## src/rtl/sseg_scan_monitor_if.sv

```systemverilog
// Scanned display lines in, reassembled frame/status out.
// The slave modport is the monitor; the master modport is whatever drives the display lines.
interface sseg_scan_monitor_if #(
  parameter int NUM_DIGITS = 6
);
  logic [7:0]              sseg_in;
  logic [NUM_DIGITS-1:0]   an_in;
  logic [4*NUM_DIGITS-1:0] bcd_data_out;
  logic [NUM_DIGITS-1:0]   dp_out;
  logic                    frame_valid_out;
  logic                    glyph_err_out;
  logic                    stale_out;

  modport master (
    output sseg_in, an_in,
    input  bcd_data_out, dp_out, frame_valid_out, glyph_err_out, stale_out
  );

  modport slave (
    input  sseg_in, an_in,
    output bcd_data_out, dp_out, frame_valid_out, glyph_err_out, stale_out
  );
endinterface

```

## src/rtl/sseg_scan_monitor.sv

```systemverilog
// Decodes a multiplexed 7-segment scan back into a BCD frame with dp, glyph-error and stale flags.
// Frame output lands 2 + SETTLE_CYCLES + 1 cycles after the last digit's final input change.
module sseg_scan_monitor #(
  parameter int NUM_DIGITS     = 6,
  parameter int SETTLE_CYCLES  = 16,
  parameter int TIMEOUT_CYCLES = 1_000_000
) (
  input logic                clk,
  input logic                rst,
  sseg_scan_monitor_if.slave mon
);
  localparam int                    TW         = $clog2(TIMEOUT_CYCLES + 1);
  localparam logic [7:0]            SETTLE_MAX = 8'(SETTLE_CYCLES);
  localparam logic [7:0]            SETTLE_HIT = 8'(SETTLE_CYCLES - 1);
  localparam logic [TW-1:0]         TO_MAX     = TW'(TIMEOUT_CYCLES);
  localparam logic [NUM_DIGITS-1:0] DIG_ONE    = NUM_DIGITS'(1);

  // Returns {invalid, nibble} for an active-high g..a pattern.
  function automatic logic [4:0] decode(input logic [6:0] p);
    case (p)
      7'h3F:   decode = 5'h00;
      7'h06:   decode = 5'h01;
      7'h5B:   decode = 5'h02;
      7'h4F:   decode = 5'h03;
      7'h66:   decode = 5'h04;
      7'h6D:   decode = 5'h05;
      7'h7D:   decode = 5'h06;
      7'h07:   decode = 5'h07;
      7'h7F:   decode = 5'h08;
      7'h6F:   decode = 5'h09;
      7'h00:   decode = 5'h0F;
      default: decode = 5'h1E;
    endcase
  endfunction

  logic [7:0]              seg_m_q, s_seg_q, seg_p_q;
  logic [NUM_DIGITS-1:0]   an_m_q, s_an_q, an_p_q;
  logic [7:0]              settle_q, settle_d;
  logic [4*NUM_DIGITS-1:0] shadow_bcd_q, shadow_bcd_d;
  logic [NUM_DIGITS-1:0]   shadow_dp_q, shadow_dp_d;
  logic [NUM_DIGITS-1:0]   seen_q, seen_d;
  logic                    err_q, err_d;
  logic [4*NUM_DIGITS-1:0] bcd_q, bcd_d;
  logic [NUM_DIGITS-1:0]   dp_q, dp_d;
  logic                    fv_q, fv_d;
  logic                    gerr_q, gerr_d;
  logic [TW-1:0]           tcnt_q, tcnt_d;
  logic                    stale_q, stale_d;

  logic                    change, onehot, sample;
  logic [NUM_DIGITS-1:0]   act;
  logic [4:0]              dec;

  // Two-flop synchronizers plus a previous-value copy for change detection.
  always_ff @(posedge clk or posedge rst) begin
    if (rst) begin
      seg_m_q <= '1;
      s_seg_q <= '1;
      seg_p_q <= '1;
      an_m_q  <= '1;
      s_an_q  <= '1;
      an_p_q  <= '1;
    end else begin
      seg_m_q <= mon.sseg_in;
      s_seg_q <= seg_m_q;
      seg_p_q <= s_seg_q;
      an_m_q  <= mon.an_in;
      s_an_q  <= an_m_q;
      an_p_q  <= s_an_q;
    end
  end

  always_ff @(posedge clk or posedge rst) begin
    if (rst) begin
      settle_q     <= '0;
      shadow_bcd_q <= '1;
      shadow_dp_q  <= '0;
      seen_q       <= '0;
      err_q        <= 1'b0;
      bcd_q        <= '1;
      dp_q         <= '0;
      fv_q         <= 1'b0;
      gerr_q       <= 1'b0;
      tcnt_q       <= '0;
      stale_q      <= 1'b0;
    end else begin
      settle_q     <= settle_d;
      shadow_bcd_q <= shadow_bcd_d;
      shadow_dp_q  <= shadow_dp_d;
      seen_q       <= seen_d;
      err_q        <= err_d;
      bcd_q        <= bcd_d;
      dp_q         <= dp_d;
      fv_q         <= fv_d;
      gerr_q       <= gerr_d;
      tcnt_q       <= tcnt_d;
      stale_q      <= stale_d;
    end
  end

  assign dec = decode(~s_seg_q[6:0]);

  always_comb begin
    change       = (s_seg_q != seg_p_q) || (s_an_q != an_p_q);
    act          = ~s_an_q;
    onehot       = (act != '0) && ((act & (act - DIG_ONE)) == '0);
    // Counter passes through SETTLE_HIT once per dwell, so a dwell samples at most once.
    sample       = !change && (settle_q == SETTLE_HIT) && onehot;

    settle_d     = settle_q;
    shadow_bcd_d = shadow_bcd_q;
    shadow_dp_d  = shadow_dp_q;
    seen_d       = seen_q;
    err_d        = err_q;
    bcd_d        = bcd_q;
    dp_d         = dp_q;
    fv_d         = 1'b0;
    gerr_d       = gerr_q;

    if (change) begin
      settle_d = '0;
    end else if (settle_q != SETTLE_MAX) begin
      settle_d = settle_q + 8'd1;
    end

    if (sample) begin
      for (int i = 0; i < NUM_DIGITS; i++) begin
        if (act[i]) begin
          shadow_bcd_d[4*i +: 4] = dec[3:0];
          shadow_dp_d[i]         = ~s_seg_q[7];
        end
      end
      seen_d = seen_q | act;
      err_d  = err_q | dec[4];
      if (seen_d == '1) begin
        bcd_d  = shadow_bcd_d;
        dp_d   = shadow_dp_d;
        gerr_d = err_d;
        fv_d   = 1'b1;
        seen_d = '0;
        err_d  = 1'b0;
      end
    end

    // Cleared alongside the frame pulse; stale lags the counter by one register.
    if (fv_d) begin
      tcnt_d = '0;
    end else if (tcnt_q != TO_MAX) begin
      tcnt_d = tcnt_q + TW'(1);
    end else begin
      tcnt_d = tcnt_q;
    end
    stale_d = (tcnt_q == TO_MAX);
  end

  assign mon.bcd_data_out    = bcd_q;
  assign mon.dp_out          = dp_q;
  assign mon.frame_valid_out = fv_q;
  assign mon.glyph_err_out   = gerr_q;
  assign mon.stale_out       = stale_q;
endmodule

```

## src/flat_wrapper.sv

```systemverilog
// flat-port wrapper written by rule: the top's interface ports become plain ports
module sseg_scan_monitor_flat 
#(
  parameter int NUM_DIGITS     = 6,
  parameter int SETTLE_CYCLES  = 16,
  parameter int TIMEOUT_CYCLES = 1_000_000
)
  (clk, rst, mon_sseg_in, mon_an_in, mon_bcd_data_out, mon_dp_out, mon_frame_valid_out, mon_glyph_err_out, mon_stale_out);
  sseg_scan_monitor_if #(.NUM_DIGITS(NUM_DIGITS)) mon_i ();
  input logic clk;
  input logic rst;
  input wire logic [$bits(mon_i.sseg_in)-1:0] mon_sseg_in;
  input wire logic [$bits(mon_i.an_in)-1:0] mon_an_in;
  output wire logic [$bits(mon_i.bcd_data_out)-1:0] mon_bcd_data_out;
  output wire logic [$bits(mon_i.dp_out)-1:0] mon_dp_out;
  output wire logic [$bits(mon_i.frame_valid_out)-1:0] mon_frame_valid_out;
  output wire logic [$bits(mon_i.glyph_err_out)-1:0] mon_glyph_err_out;
  output wire logic [$bits(mon_i.stale_out)-1:0] mon_stale_out;
  assign mon_i.sseg_in = mon_sseg_in;
  assign mon_i.an_in = mon_an_in;
  assign mon_bcd_data_out = mon_i.bcd_data_out;
  assign mon_dp_out = mon_i.dp_out;
  assign mon_frame_valid_out = mon_i.frame_valid_out;
  assign mon_glyph_err_out = mon_i.glyph_err_out;
  assign mon_stale_out = mon_i.stale_out;
  sseg_scan_monitor #(.NUM_DIGITS(NUM_DIGITS), .SETTLE_CYCLES(SETTLE_CYCLES), .TIMEOUT_CYCLES(TIMEOUT_CYCLES)) u_core (.clk(clk), .rst(rst), .mon(mon_i));
endmodule
```

## config.mk

```make
export PLATFORM = sky130hd
export DESIGN_NAME = sseg_scan_monitor_flat
export DESIGN_NICKNAME = d
export VERILOG_FILES = /design/src/rtl/sseg_scan_monitor_if.sv /design/src/rtl/sseg_scan_monitor.sv /design/src/flat_wrapper.sv
export SDC_FILE = /design/constraint.sdc
export NUM_CORES = 1
export LEC_CHECK = 0
export ABC_AREA = 1
export BUFFER_PORTS_ARGS = -buffer_cell sky130_fd_sc_hd__buf_2
export CAP_MARGIN = 10
export CORE_ASPECT_RATIO = 1.25
export CORE_MARGIN = 1
export CORE_UTILIZATION = 25
export DETAILED_ROUTE_END_ITERATION = 16
export GPL_ROUTABILITY_DRIVEN = 1
export PLACE_DENSITY = 0.41
export SYNTH_ARGS = -nofsm -noshare
export SYNTH_HDL_FRONTEND = slang
export SYNTH_SLANG_ARGS = --single-unit
```

## constraint.sdc

```tcl
create_clock -name clk -period 3.7 [get_ports clk]
set_input_delay 0 -clock clk [delete_from_list [all_inputs] [get_ports clk]]
set_output_delay 0 -clock clk [all_outputs]
set_load 0.01 [all_outputs]
```

* Word-level counts from Yosys, hierarchy flattened *
Cells that the tools add are included.

word-level totals
  register bits after elaboration = 140
  latch bits = 0
  bits in writable memories = 0
  ROM bits = 0
  input bits = 16
  output and inout port bits = 33
  logic and storage cells = 75
  memories kept = 0

operators by class
  $add $sub $neg = 3
  multiply operators = 0
  divide/modulo/power cells = 0
  $lt $le $gt $ge = 0
  equal/unequal tests = 17
  shift-type cells = 0
  muxes and demuxes = 21
  bitwise operators = 6
  reduce and logical (&&, ||, !) cells = 11

operators by type and width
  kind                                                                     count
  5-bit case mux with 11 select lines                                      1
  7-bit == test, second input constant                                     7
  20-bit two-way mux                                                       2
  4-bit two-way mux                                                        6
  20-bit by 1-bit adder with 20-bit output, second input constant          1
  20-bit == test, second input constant                                    1
  20-bit inequality test, second input constant                            1
  8-bit two-way mux                                                        2
  7-bit by 3-bit == test with 1-bit output, second input constant          2
  1-bit two-way mux                                                        9
  8-bit by 1-bit adder with 8-bit output, second input constant            1
  8-bit by 4-bit == test with 1-bit output, second input constant          1
  8-bit by 5-bit inequality test with 1-bit output, second input constant  1
  8-bit inequality test                                                    1
  7-bit by 6-bit == test with 1-bit output, second input constant          1
  7-bit zero test                                                          1
  7-bit inverter                                                           1
  6-bit bitwise AND                                                        1
  6-bit == test, second input constant                                     1
  6-bit zero test                                                          1
  6-bit two-way mux                                                        1
  6-bit inequality test                                                    1
  6-bit inverter                                                           1
  6-bit bitwise OR                                                         1
  9 further kinds                                                          12

* Logic depth before layout (Yosys ltp) *
  depth after elaboration = 8
  gate-level depth with buffers = 13
  mapped depth without buffers = 12

* Least setup slack after synthesis *
Ideal clock, no wire load.

  path kind = reg-to-reg
  start point = register u_core.s_an_q[1]
  end point = register u_core.tcnt_q[6]
  setup time = 0.120 ns
  arrival time = 1.722 ns
  data required time = 3.580 ns
  slack = 1.858 ns
  stages on the path, launching flop included = 12
  path buffers = 2
  period minus slack after synthesis = 1.842 ns
  cells stage by stage = dfstp_2 > buf_2 > nand2_1 > nor2_1 > nand2_1 > nand2_1 > nand2_1 > nor2_4 > nand4_4 > buf_2 > o21ai_0 > nor2_1

on the way
  longest elaborated chain between the ends = 8
  elaborated cells on any way between the ends = 17
  those cells by class = add/sub: 1; eq/ne: 2; mux: 3; bitwise: 3; reduce/logical: 8

ends and longest elaborated chain
  what                                                             line                      source
  start, declared                                                  sseg_scan_monitor.sv:37   logic [NUM_DIGITS-1:0] an_m_q, s_an_q, an_p_q;
  start signal, assigned                                           sseg_scan_monitor.sv:68   s_an_q <= an_m_q;
  6-bit inverter                                                   sseg_scan_monitor.sv:105  act = ~s_an_q;
  6-bit by 1-bit subtractor with 6-bit output                      sseg_scan_monitor.sv:106  onehot = (act != '0) && ((act & (act - DIG_ONE)) == '0);
  6-bit bitwise AND                                                sseg_scan_monitor.sv:106
  6-bit zero test                                                  sseg_scan_monitor.sv:106
  1-bit logical AND                                                sseg_scan_monitor.sv:106
  1-bit logical AND                                                sseg_scan_monitor.sv:108  sample = !change && (settle_q == SETTLE_HIT) && onehot;
  1-bit two-way mux (*)                                            sseg_scan_monitor.sv:126  if (sample) begin
  20-bit two-way mux / 2-bit nonzero test (equally long branches)  -
  end signal, assigned                                             sseg_scan_monitor.sv:96   tcnt_q <= tcnt_d;
  end, declared                                                    sseg_scan_monitor.sv:47   logic [TW-1:0] tcnt_q, tcnt_d;

Every way passes the cells marked *; elsewhere a longest branch is shown, timed or not.
A chain may end at the register's enable or synchronous reset.

* Worst setup path after layout *
  start point = register u_core.s_an_q[2]
  end point = register u_core.dp_q[5] (netlist: u_core.mon.dp_out[5])

on the way
  longest elaborated chain between the ends = 7
  elaborated cells on any way between the ends = 14
  those cells by class = add/sub: 1; eq/ne: 2; bitwise: 3; reduce/logical: 8

ends and longest elaborated chain
  what                                         line                      source
  6-bit inverter                               sseg_scan_monitor.sv:105
  6-bit by 1-bit subtractor with 6-bit output  sseg_scan_monitor.sv:106
  6-bit bitwise AND                            sseg_scan_monitor.sv:106
  6-bit zero test                              sseg_scan_monitor.sv:106
  1-bit logical AND                            sseg_scan_monitor.sv:106
  1-bit logical AND                            sseg_scan_monitor.sv:108
  2-bit AND reduction (no line) (*)            -
  end signal, assigned                         sseg_scan_monitor.sv:93   dp_q <= dp_d;
  end, declared                                sseg_scan_monitor.sv:44   logic [NUM_DIGITS-1:0] dp_q, dp_d;

Marked as above.

==> metrics.md <==
| Metric | Value |
|---|---|
| Critical path class | flip-flop to flip-flop |
| Req. time, crit path | 4.05 ns |
| H-tree Lvls | 4 |
| Relative slew slack | between 50% and 60% |
| Power Density | between 400 and 500 nW/µm² |
| Net count, final | 913 |
| Cell count after synthesis | 828 |
| Delay-heaviest family, CP | simple AND/OR/NAND/NOR gates |
| Tcrit/Tclk final | 67.02% |
| First-pass GRT wire length | approximately 29000 µm |
| TritonCTS Sinks | 140 |
| Synth cell types | 36 |
| Detailed Route WL | 16840 µm |
| # rows | 66 |
| Setup TNS | 0 ns |
| Syn nets | ~850 |
| Final Hold Viols | 0 |
| Antenna violations before repair | 0 |
| Crit path capture type | flip-flop |
| Maximum clock insertion buffer count | 2 |
| Share of layout cells above drive strength 1 | 22.74% |
| Largest net degree at the start of global routing | 80 |
| Clock transition at path regs | around 0.07 ns |
| Worst Path Buf+Inv | 3 |
| Tot GR Track Use | between 10% and 20% |
| Cells along the critical path | inv_2, nand2_1, nand2_1, nor2_2, nand3_2, nor2_4, nand4_4, buf_4, inv_2, nand2_1, nand2_1 |
| DRT Pass-1 Iters | 5 |
| CTS tree | done |
| Hold wc startpoint | mon_sseg_in[2] |
| Fmax | about 400 MHz |
| Initial DRC Count | 244 |
| Antenna Nets Post-Route | 0 |
| Core area | 26010 µm² |
| Die width | 147.7 µm |
| Max Cap Viol | 0 |
| Max VDD drop | between 0.2 and 0.25 mV |
| Worst Hold Path EP | u_core.seg_m_q[2]$_DFF_PP1_ |
| Post-CTS setup buffer count | 0 |
| Vias in the first global route | 5542 |
| Worst-skew pair later-pin latency | ~0.42 ns |
| R2R depth | 11 |
| CTS Buf Count | 17 |
| Critical-path top delay cell | dfstp_2 |
| GPL Wtd Cong | around 0.8 |
| P&R area growth vs syn | 20.05% |
| RSZ-0062 raised after global routing | false |
| Status | completed |
| Final setup fails | 0 |
| Routed WL per cell | 13.52 µm |
| Period minus WS final | 2.480 ns |
| Mapped Area | 6635 µm² |
| Clock Skew | 0.009863 ns |
| Reg-to-reg startpoint | u_core.s_an_q[2]$_DFF_PP1_ |
| R2r setup slk | 1.22 ns |
| Worst Tran Pin Value | between 0.7 and 0.8 ns |
| Syn Area/Cell | between 8 and 9 µm² |
| Seq cells post-synth | 140 |
| Critical Path Source Type | flip-flop |
| Total chip power | 3.533 mW |
| Clock Tree Root | clkbuf_16 |
| Capturing point of the worst reg2reg path | u_core.mon.dp_out[5]$_DFFE_PP0P_ |
| Initial core utilization | 25.51% |
| Seq/Total Area, Yosys | between 50% and 60% |
| Delay of the slowest cell on the worst path | 0.69 ns |
| Vias | 5306 |
| CP max FO | 55 |
| Crit. path cell count | 11 |
| Hold Path Class | primary input to flip-flop |
| PortBufs | 48 |
| # IOs | 49 |
| YS warnings | 0 |
| CP arrival | 2.83 ns |
| DIE HEIGHT | 184.1 µm |
| Die footprint | ~27000 µm² |
| Final HPWL from detailed placement | 11690 µm |
| ANT cells | 0 |
| Leak Pwr | 3.986 nW |
| Hold path depth | 2 |
| Final Max Slew Viols | 0 |
| Most frequent CP cell | nand2_1 |
| Filler cells | 2815 |
| Overflow after GRT | 0 |
| Drc violations | 0 |
| Vias/cell | approximately 4.3 |
| Final hold slack | 0.2165 ns |
-- flip-flops by register name (all words and copies together) (netlist names), 8 cells and up --
register and cells:
u_core.settle_q 8, u_core.s_seg_q 8, u_core.seg_p_q 8, u_core.seg_m_q 8
u_core.tcnt_q 20, u_core.mon.bcd_data_out 24, u_core.shadow_bcd_q 24
-- synthesized netlist by cell type --
cell type	number	share of area (%)
a211oi_1	1	0.11
a21oi_1	15	1.1
a31oi_1	3	0.28
buf_2	10	0.75
buf_4	4	0.45
buf_6	6	1.0
clkbuf_1	4	0.23
dfrtp_1	50	19
dfstp_2	90	36
ha_1	4	0.75
inv_1	68	3.8
inv_2	11	0.62
inv_4	1	0.094
nand2_1	339	19
nand2_2	2	0.19
nand2b_1	1	0.094
nand3_1	70	5.3
nand3_2	4	0.60
nand3b_1	1	0.11
nand4_1	8	0.75
nand4_4	1	0.32
nor2_1	82	4.6
nor2_2	2	0.19
nor2_4	3	0.51
nor2_8	1	0.30
nor3_1	15	1.1
nor3_2	1	0.15
nor3b_1	1	0.11
nor4_1	6	0.57
o21a_1	1	0.11
o21ai_0	16	1.2
o21ai_1	1	0.075
or2_1	1	0.094
or2_2	2	0.19
xnor2_1	1	0.13
xor2_1	2	0.26
-- stage by stage --
step | setup slack, ns | area (µm²) | util [%] | cells
CTS | 1.165 | 7965 | 30.62 | 1246
global route | 0.9877 | 7965 | 30.62 | 1246
global placement | 1.192 | 7196 | 27.66 | 1199
finish | 1.220 | 7965 | 30.62 | 1246
detailed placement | 1.175 | 7196 | 27.66 | 1199
floorplan | 0.09607 | 6635 | - | 828
-- what timing repair did --
item                                    4_1_cts  5_1_grt
hold endpoints to repair                     40        0
endpoints found under the setup margin        0        0
resized for setup                             0        0
hold buffers                                 15        0
-- where the power goes --
part | total (mW) | internal [mW] | leakage (nW) | switching, mW
Combinational | 0.141 | 0.0420 | 2.07 | 0.0986
Clock | 1.79 | 1.07 | 0.300 | 0.723
Sequential | 1.60 | 1.58 | 1.62 | 0.0255
Total | 3.53 | 2.69 | 3.99 | 0.848
-- final cells by class --
type / count / area (µm²) / area share, %
repair buffers: 70 / 442.9 / 5.561
inverters: 80 / 307.8 / 3.864
clock buffers: 19 / 464.2 / 5.828
flip-flops and latches: 140 / 3616 / 45.40
well taps: 340 / 425.4 / 5.341
multi-input cells: 584 / 2554 / 32.06
clock inverters: 13 / 155.1 / 1.948
-- worst register-to-register path, cell delays in order, from the launching register on --
cell and delay [ns]:
dfstp_2 0.69, inv_2 0.19, nand2_1 0.10, nand2_1 0.06, nor2_2 0.15, nand3_2 0.14
nor2_4 0.21, nand4_4 0.09, buf_4 0.32, inv_2 0.31, nand2_1 0.10, nand2_1 0.07
-- cell families after synthesis --
| logic type | share of synthesized area [%] |
|---|---|
| compound gates | 2.923 |
| xor+xnor | 0.3961 |
| fa+ha+maj | 0.7543 |
| buf+inv | 7.015 |
| flops | 54.50 |
| simple gates | 34.41 |
-- placed cells by master, fill, tap and decap left out, drive strengths merged --
cell           n
nor3          16
nor2          88
clkbuf        19
nand2b         1
o21a           1
dfrtp         50
buf           55
a211oi         1
ha             4
xor2           2
nand2        341
nand3b         1
inv           84
xnor2          1
o21ai         17
dfstp         90
clkinv         6
nor4           6
nor3b          1
bufinv         2
or2            3
nand4          9
a31oi          3
dlygate4sd3   15
nand3         74
a21oi         15
clkinvlp       1
-- routing by layer --
layer	GRT usage (%)	vias up	part of all wire, %
met3	2.599	14	2.2
met1	17.31	2506	47
met2	23.23	74	50
li1	-	2712	-
met4	4.907	0	1.1
met5	0	-	0
-- worst max-delay path by stage --
| stage | start | end | slack [ns] |
|---|---|---|---|
| after floorplan | rst | u_core.err_q$_DFFE_PP0N_ | 0.1 |
| after global placement | u_core.s_an_q[2]$_DFF_PP1_ | u_core.tcnt_q[19]$_DFFE_PP0P_ | 1.19 |
| after detailed placement | u_core.s_an_q[2]$_DFF_PP1_ | u_core.tcnt_q[19]$_DFFE_PP0P_ | 1.18 |
| after CTS | u_core.s_an_q[2]$_DFF_PP1_ | u_core.tcnt_q[19]$_DFFE_PP0P_ | 1.17 |
| after global routing | u_core.s_seg_q[4]$_DFF_PP1_ | u_core.shadow_bcd_q[9]$_DFFE_PP1N_ | 0.99 |
| final | u_core.s_an_q[2]$_DFF_PP1_ | u_core.mon.dp_out[5]$_DFFE_PP0P_ | 1.22 |
(Power assumes the default switching activity.)
